===== src/rtl/mem_lsu.sv =====
// mem_lsu: RV32I load/store unit in front of a single-port, byte-enabled data RAM.
//
// Accepts one load/store per handshake and decodes funct3 into a word address, byte lanes
// and lane-aligned write data. A halfword or word access that crosses a word boundary
// becomes two consecutive RAM cycles: ACC0 for the lower word, ACC1 for the next word.
// The next word wraps from the last RAM word to word 0. Load data comes back right-aligned
// and sign- or zero-extended, with a one-cycle response pulse.
//
// Ports:
//   clk_i, rst_i        clock; synchronous active-high reset
//   req_valid_i/ready_o request handshake; ready only while idle
//   req_we_i            1 = store, 0 = load
//   req_funct3_i        RV32I width code (B/H/W/BU/HU)
//   req_addr_i          byte address; bits above ADDR_WIDTH+1 ignored
//   req_wdata_i         right-aligned store data
//   rsp_valid_o         one-cycle completion pulse
//   rsp_rdata_o         extended load data (0 for stores and errors)
//   rsp_err_o           illegal funct3 for the requested direction
//   ram_addr_o          RAM word address
//   ram_din_o           RAM write data
//   ram_we_o            RAM write strobe
//   ram_be0_o..be3_o    RAM byte-lane enables, be0 = bits [7:0]
//   ram_dout_i          RAM read data, combinational from ram_addr_o
module mem_lsu #(
  parameter int unsigned ADDR_WIDTH = 12
) (
  input  logic                  clk_i,
  input  logic                  rst_i,
  input  logic                  req_valid_i,
  output logic                  req_ready_o,
  input  logic                  req_we_i,
  input  logic [2:0]            req_funct3_i,
  input  logic [31:0]           req_addr_i,
  input  logic [31:0]           req_wdata_i,
  output logic                  rsp_valid_o,
  output logic [31:0]           rsp_rdata_o,
  output logic                  rsp_err_o,
  output logic [ADDR_WIDTH-1:0] ram_addr_o,
  output logic [31:0]           ram_din_o,
  output logic                  ram_we_o,
  output logic                  ram_be0_o,
  output logic                  ram_be1_o,
  output logic                  ram_be2_o,
  output logic                  ram_be3_o,
  input  logic [31:0]           ram_dout_i
);

  localparam logic [1:0] StIdle = 2'd0;
  localparam logic [1:0] StAcc0 = 2'd1;
  localparam logic [1:0] StAcc1 = 2'd2;
  localparam logic [1:0] StResp = 2'd3;

  logic [1:0]              state_q, state_d;
  logic                    we_q, we_d;
  logic [2:0]              funct3_q, funct3_d;
  logic [ADDR_WIDTH+1:0]   addr_q, addr_d;
  logic [31:0]             wdata_q, wdata_d;
  logic                    err_q, err_d;
  logic [31:0]             lo_q, lo_d;
  logic [31:0]             hi_q, hi_d;

  logic                    req_legal;
  logic [ADDR_WIDTH-1:0]   word_addr;
  logic [1:0]              offset;
  logic [3:0]              size_mask;
  logic [7:0]              lane_mask;
  logic                    split;
  logic [63:0]             wdata_shifted;
  logic [63:0]             rdata_shifted;
  logic [31:0]             load_data;
  logic [3:0]              ram_be;

  // Legal width codes differ by direction: stores have no unsigned variants.
  always_comb begin
    req_legal = 1'b0;
    if (req_we_i) begin
      req_legal = (req_funct3_i == 3'b000) || (req_funct3_i == 3'b001) ||
                  (req_funct3_i == 3'b010);
    end else begin
      req_legal = (req_funct3_i == 3'b000) || (req_funct3_i == 3'b001) ||
                  (req_funct3_i == 3'b010) || (req_funct3_i == 3'b100) ||
                  (req_funct3_i == 3'b101);
    end
  end

  assign word_addr = addr_q[ADDR_WIDTH+1:2];
  assign offset    = addr_q[1:0];

  always_comb begin
    size_mask = 4'b1111;
    unique case (funct3_q[1:0])
      2'b00:   size_mask = 4'b0001;
      2'b01:   size_mask = 4'b0011;
      default: size_mask = 4'b1111;
    endcase
  end

  // Low nibble: lanes of the first word; high nibble: lanes spilling into the next word.
  assign lane_mask = {4'b0000, size_mask} << offset;
  assign split     = |lane_mask[7:4];

  // The upper half of the 64-bit shift is exactly wdata >> 8*(4-offset).
  assign wdata_shifted = {32'd0, wdata_q} << {offset, 3'b000};
  assign rdata_shifted = {hi_q, lo_q} >> {offset, 3'b000};

  always_comb begin
    load_data = rdata_shifted[31:0];
    unique case (funct3_q)
      3'b000:  load_data = {{24{rdata_shifted[7]}}, rdata_shifted[7:0]};
      3'b001:  load_data = {{16{rdata_shifted[15]}}, rdata_shifted[15:0]};
      3'b100:  load_data = {24'd0, rdata_shifted[7:0]};
      3'b101:  load_data = {16'd0, rdata_shifted[15:0]};
      default: load_data = rdata_shifted[31:0];
    endcase
  end

  // Next-state and request latching.
  always_comb begin
    state_d  = state_q;
    we_d     = we_q;
    funct3_d = funct3_q;
    addr_d   = addr_q;
    wdata_d  = wdata_q;
    err_d    = err_q;
    lo_d     = lo_q;
    hi_d     = hi_q;
    unique case (state_q)
      StIdle: begin
        if (req_valid_i) begin
          we_d     = req_we_i;
          funct3_d = req_funct3_i;
          addr_d   = req_addr_i[ADDR_WIDTH+1:0];
          wdata_d  = req_wdata_i;
          err_d    = !req_legal;
          lo_d     = 32'd0;
          hi_d     = 32'd0;
          state_d  = req_legal ? StAcc0 : StResp;
        end
      end
      StAcc0: begin
        if (!we_q) lo_d = ram_dout_i;
        state_d = split ? StAcc1 : StResp;
      end
      StAcc1: begin
        if (!we_q) hi_d = ram_dout_i;
        state_d = StResp;
      end
      default: begin
        state_d = StIdle;
      end
    endcase
  end

  always_ff @(posedge clk_i) begin
    if (rst_i) begin
      state_q  <= StIdle;
      we_q     <= 1'b0;
      funct3_q <= 3'b000;
      addr_q   <= '0;
      wdata_q  <= 32'd0;
      err_q    <= 1'b0;
      lo_q     <= 32'd0;
      hi_q     <= 32'd0;
    end else begin
      state_q  <= state_d;
      we_q     <= we_d;
      funct3_q <= funct3_d;
      addr_q   <= addr_d;
      wdata_q  <= wdata_d;
      err_q    <= err_d;
      lo_q     <= lo_d;
      hi_q     <= hi_d;
    end
  end

  // Outputs are decoded from state; RAM signals are quiet outside the access states.
  always_comb begin
    req_ready_o = (state_q == StIdle);
    rsp_valid_o = 1'b0;
    rsp_rdata_o = 32'd0;
    rsp_err_o   = 1'b0;
    ram_addr_o  = '0;
    ram_din_o   = 32'd0;
    ram_we_o    = 1'b0;
    ram_be      = 4'b0000;
    unique case (state_q)
      StAcc0: begin
        ram_addr_o = word_addr;
        ram_din_o  = wdata_shifted[31:0];
        ram_we_o   = we_q && !rst_i;
        ram_be     = lane_mask[3:0];
      end
      StAcc1: begin
        ram_addr_o = word_addr + ADDR_WIDTH'(1);
        ram_din_o  = wdata_shifted[63:32];
        ram_we_o   = we_q && !rst_i;
        ram_be     = lane_mask[7:4];
      end
      StResp: begin
        rsp_valid_o = 1'b1;
        rsp_err_o   = err_q;
        rsp_rdata_o = (err_q || we_q) ? 32'd0 : load_data;
      end
      default: ;
    endcase
  end

  assign ram_be0_o = ram_be[0];
  assign ram_be1_o = ram_be[1];
  assign ram_be2_o = ram_be[2];
  assign ram_be3_o = ram_be[3];

endmodule


===== config.mk =====
export PLATFORM = sky130hd
export DESIGN_NAME = mem_lsu
export DESIGN_NICKNAME = d
export VERILOG_FILES = /design/src/rtl/mem_lsu.sv
export SDC_FILE = /design/constraint.sdc
export NUM_CORES = 1
export LEC_CHECK = 0
export ABC_CLOCK_PERIOD_IN_PS = 1800
export CORE_UTILIZATION = 45
export CTS_CLUSTER_SIZE = 24
export DETAILED_ROUTE_END_ITERATION = 10
export DONT_BUFFER_PORTS = 1
export GPL_TIMING_DRIVEN = 0
export SLEW_MARGIN = 40
export SYNTH_ARGS = -nofsm -noshare
export SYNTH_HDL_FRONTEND = slang
export SYNTH_SLANG_ARGS = --single-unit

===== constraint.sdc =====
create_clock -name clk_i -period 1.8 [get_ports clk_i]
set_clock_uncertainty 0.2 [all_clocks]
set_input_delay 0.18 -clock clk_i [delete_from_list [all_inputs] [get_ports clk_i]]
set_output_delay 0.18 -clock clk_i [all_outputs]
set_load 0.005 [all_outputs]

==> run metrics <==
sequential fraction of the synthesis area=33.5%; Hold Vio Cnt, Final=0; Synth warnings=0; Tcrit/Tclk final=132%; vias in the first global route=around 7600; Slew Viols, Final=0; antenna cells=0; share of cells above drive strength 1=48.0%; port buffer count=0; Worst-Margin Slew=1.12 ns; post-detailed-route wirelength per cell=27.7 um; outcome=finished with violations; Hold Crit Class=in -> reg; initial core utilization=a little under half; CP peak stage delay=between 0.3 and 0.4 ns; post-route setup slack=-0.581 ns; RSZ-0062 raised after global routing=yes; Final min period=2.38 ns; nature of the critical path startpoint=flip-flop; worst path required time=1.42 ns; GR Overflow Total=0; pin count of the biggest net entering global routing=21; gp weighted congestion=slightly below 1; Static Leak=3.84 nW; row count=43; core area=between 10000 and 15000 sq um; CP Capture Type=primary output; clk root buf=clkbuf_16; drt pass-1 iters=8; Clk Latency, worst-skew pair=0.38 ns; initial antenna violation count=0; # nets final=1136; most frequent cells in the layout=nand2_1 (147), dfxtp_1 (96), dlygate4sd3_1 (84), a21oi_1 (68), a21oi_2 (58); Num CTS Buffers=9; count of final setup violators=139; post-layout util=80.6%; total number of vias=8190; Setup CP Type=reg -> out; GR Util All Layers=a little under 40%; post-synthesis instance total=872; pwr dens=1350 nW/um^2; #FFs+latches synth=109; max_cap viols=0; f_max=420 MHz; CTS tree=done; routed vias/inst=6.75; CP top delay family=compound AO/OA/AOI/OAI gates; Die W=122 um; fraction of registers with async set/reset=0%; I/O pin count=around 190; Layout Cells excl Fill=roughly 1200; H-tree Lvls=3; critical path peak fanout=7; worst vdd ir=a little over 800 uV; most frequent CP cell=buf_6; final WL=33600 um; Die Ht=122 um; CP arrival=2.00 ns; final setup TNS=-45.46 ns; number of nets with antenna violations after routing=0; top_reg_cell synth=dfxtp_1; mapped cell area=roughly 6500 sq um; Synth-to-Final Area Change=73.0%; HPWL after DPL=19000 um; Clock Path Buffers=2; Post-synth EDFFs=0; worst path bufs/invs=2; headroom to the max-slew limit=25.0%; die area=15000 sq um; number of cells after detailed placement=1052; DRT iter0 DRCs=980; most common cell after layout, fill and taps aside=nand2_1; synthesized net count=980; CTS Sinks=109; global-route wire length before repair=43800 um; violated checks=setup timing; CP max-delay cell=dfxtp_4; Cell variety after synth=56; # DRC=0; clk slew on worst S/H paths=approximately 0.090 ns; Mean Syn Cell Area=7.47 sq um; CP Cell Sequence=buf_6 > ha_4 > buf_6 > nor2b_4 > a22o_1 > a222oi_1 > nor2b_1
## routing by layer
metal | vias up | wire length [um] | GRT usage [%]
met4 | 0 | 2540 | 25.6
met1 | 3902 | 11900 | 45.6
li1 | 3417 | - | -
met3 | 213 | 3570 | 9.06
met5 | - | 0 | 0
met2 | 658 | 15600 | 65.6
## flip-flops by register name, summed over array words and instances, names as in the netlist
| signal | flops |
|---|---|
| lo_q | 32 |
| addr_q | 14 |
| err_q | 1 |
| hi_q | 24 |
| funct3_q | 3 |
| wdata_q | 32 |
| state_q | 2 |
| we_q | 1 |
## Yosys cell counts, drive strengths merged, types with 2 or more instances
| master | count | area [sq um] |
|---|---|---|
| a211oi | 8 | 60.1 |
| a21boi | 6 | 48.8 |
| a21o | 2 | 15.0 |
| a21oi | 139 | 696 |
| a222oi | 8 | 80.1 |
| a22o | 9 | 78.8 |
| a22oi | 16 | 120 |
| a31oi | 2 | 12.5 |
| and2 | 16 | 100 |
| and4 | 3 | 26.3 |
| buf | 30 | 174 |
| clkbuf | 54 | 203 |
| dfxtp | 109 | 2180 |
| ha | 5 | 62.6 |
| inv | 3 | 11.3 |
| mux2 | 33 | 375 |
| mux2i | 41 | 410 |
| nand2 | 197 | 739 |
| nand2b | 2 | 12.5 |
| nand3 | 63 | 315 |
| nand4 | 3 | 18.8 |
| nor2 | 21 | 78.8 |
| nor2b | 14 | 87.6 |
| nor3 | 2 | 15.0 |
| o211a | 2 | 20.0 |
| o211ai | 10 | 88.8 |
| o21ai | 33 | 176 |
| o22ai | 8 | 50.1 |
| o31ai | 3 | 22.5 |
| or2 | 9 | 56.3 |
| or3 | 2 | 12.5 |
| or3b | 2 | 17.5 |
| xor2 | 3 | 26.3 |
## logic make-up after synthesis
group	count (synthesis)	share of synthesized area (%)
AND/OR/NAND/NOR	340	23.4
AO/OA/AOI/OAI	254	23.7
flip-flops	109	33.5
buffers and inverters	87	5.95
multiplexers	74	12.1
adder cells (fa/ha/maj)	5	0.960
XOR/XNOR	3	0.403
## power breakdown
part | internal, mW | total (mW) | switching (mW)
clock network | 1.12 | 2.18 | 1.07
logic | 4.38 | 9.54 | 5.16
registers | 2.85 | 3.51 | 0.655
## worst reg2reg max path, stage by stage (launching register included)
cell and delay (ns):
dfxtp_4 0.39, buf_6 0.13, ha_4 0.19, buf_6 0.13, nor2b_4 0.13, o21ai_2 0.21
buf_6 0.18, clkbuf_16 0.17, nand2_2 0.08, a21oi_2 0.18
## through the flow
step,worst slack [ns],instance area [sq um],hold slack [ns],total power [mW]
finish,-0.581,11300,0.162,15.2
global route,-0.615,11300,0.183,15.6
CTS,-0.513,9880,0.134,12.5
detailed placement,-0.609,6770,0.124,7.40
global placement,-0.561,6770,0.117,7.30
floorplan,-0.0596,6540,0.116,5.94
## cell type report
type / count / area (sq um)
fill: 847 / 2720
multi-input combinational: 677 / 5830
timing repair buffer: 155 / 1780
sequential: 109 / 2220
clock inverter: 7 / 92.6
buffer: 73 / 887
inverter: 3 / 18.8
tap: 180 / 225
clock buffer: 9 / 225
## worst paths after layout
| path | startpoint | end | slack [ns] | cells after the start |
|---|---|---|---|---|
| hold / removal | req_valid_i | addr_q[10]$_SDFFE_PP0P_ | 0.16 | 4 |
| hold reg to reg | hi_q[13]$_SDFFE_PP0P_ | hi_q[13]$_SDFFE_PP0P_ | 0.26 | 2 |
| setup / recovery | state_q[0]$_SDFFE_PP0P_ | ram_din_o[17] | -0.58 | 7 |
| setup reg to reg | state_q[0]$_SDFFE_PP0P_ | lo_q[16]$_SDFFE_PP0P_ | -0.27 | 9 |
## timing repair
action / 4_1_cts / 5_1_grt
pin swaps: 49 / 120
cloned: 10 / 6
setup buffers: 36 / 24
setup endpoints to repair: 190 / 169
endpoints found under the hold margin: 109 / 0
hold buffers: 84 / 0
gates resized for setup: 400 / 278
Power figures use the tool's default switching activity.
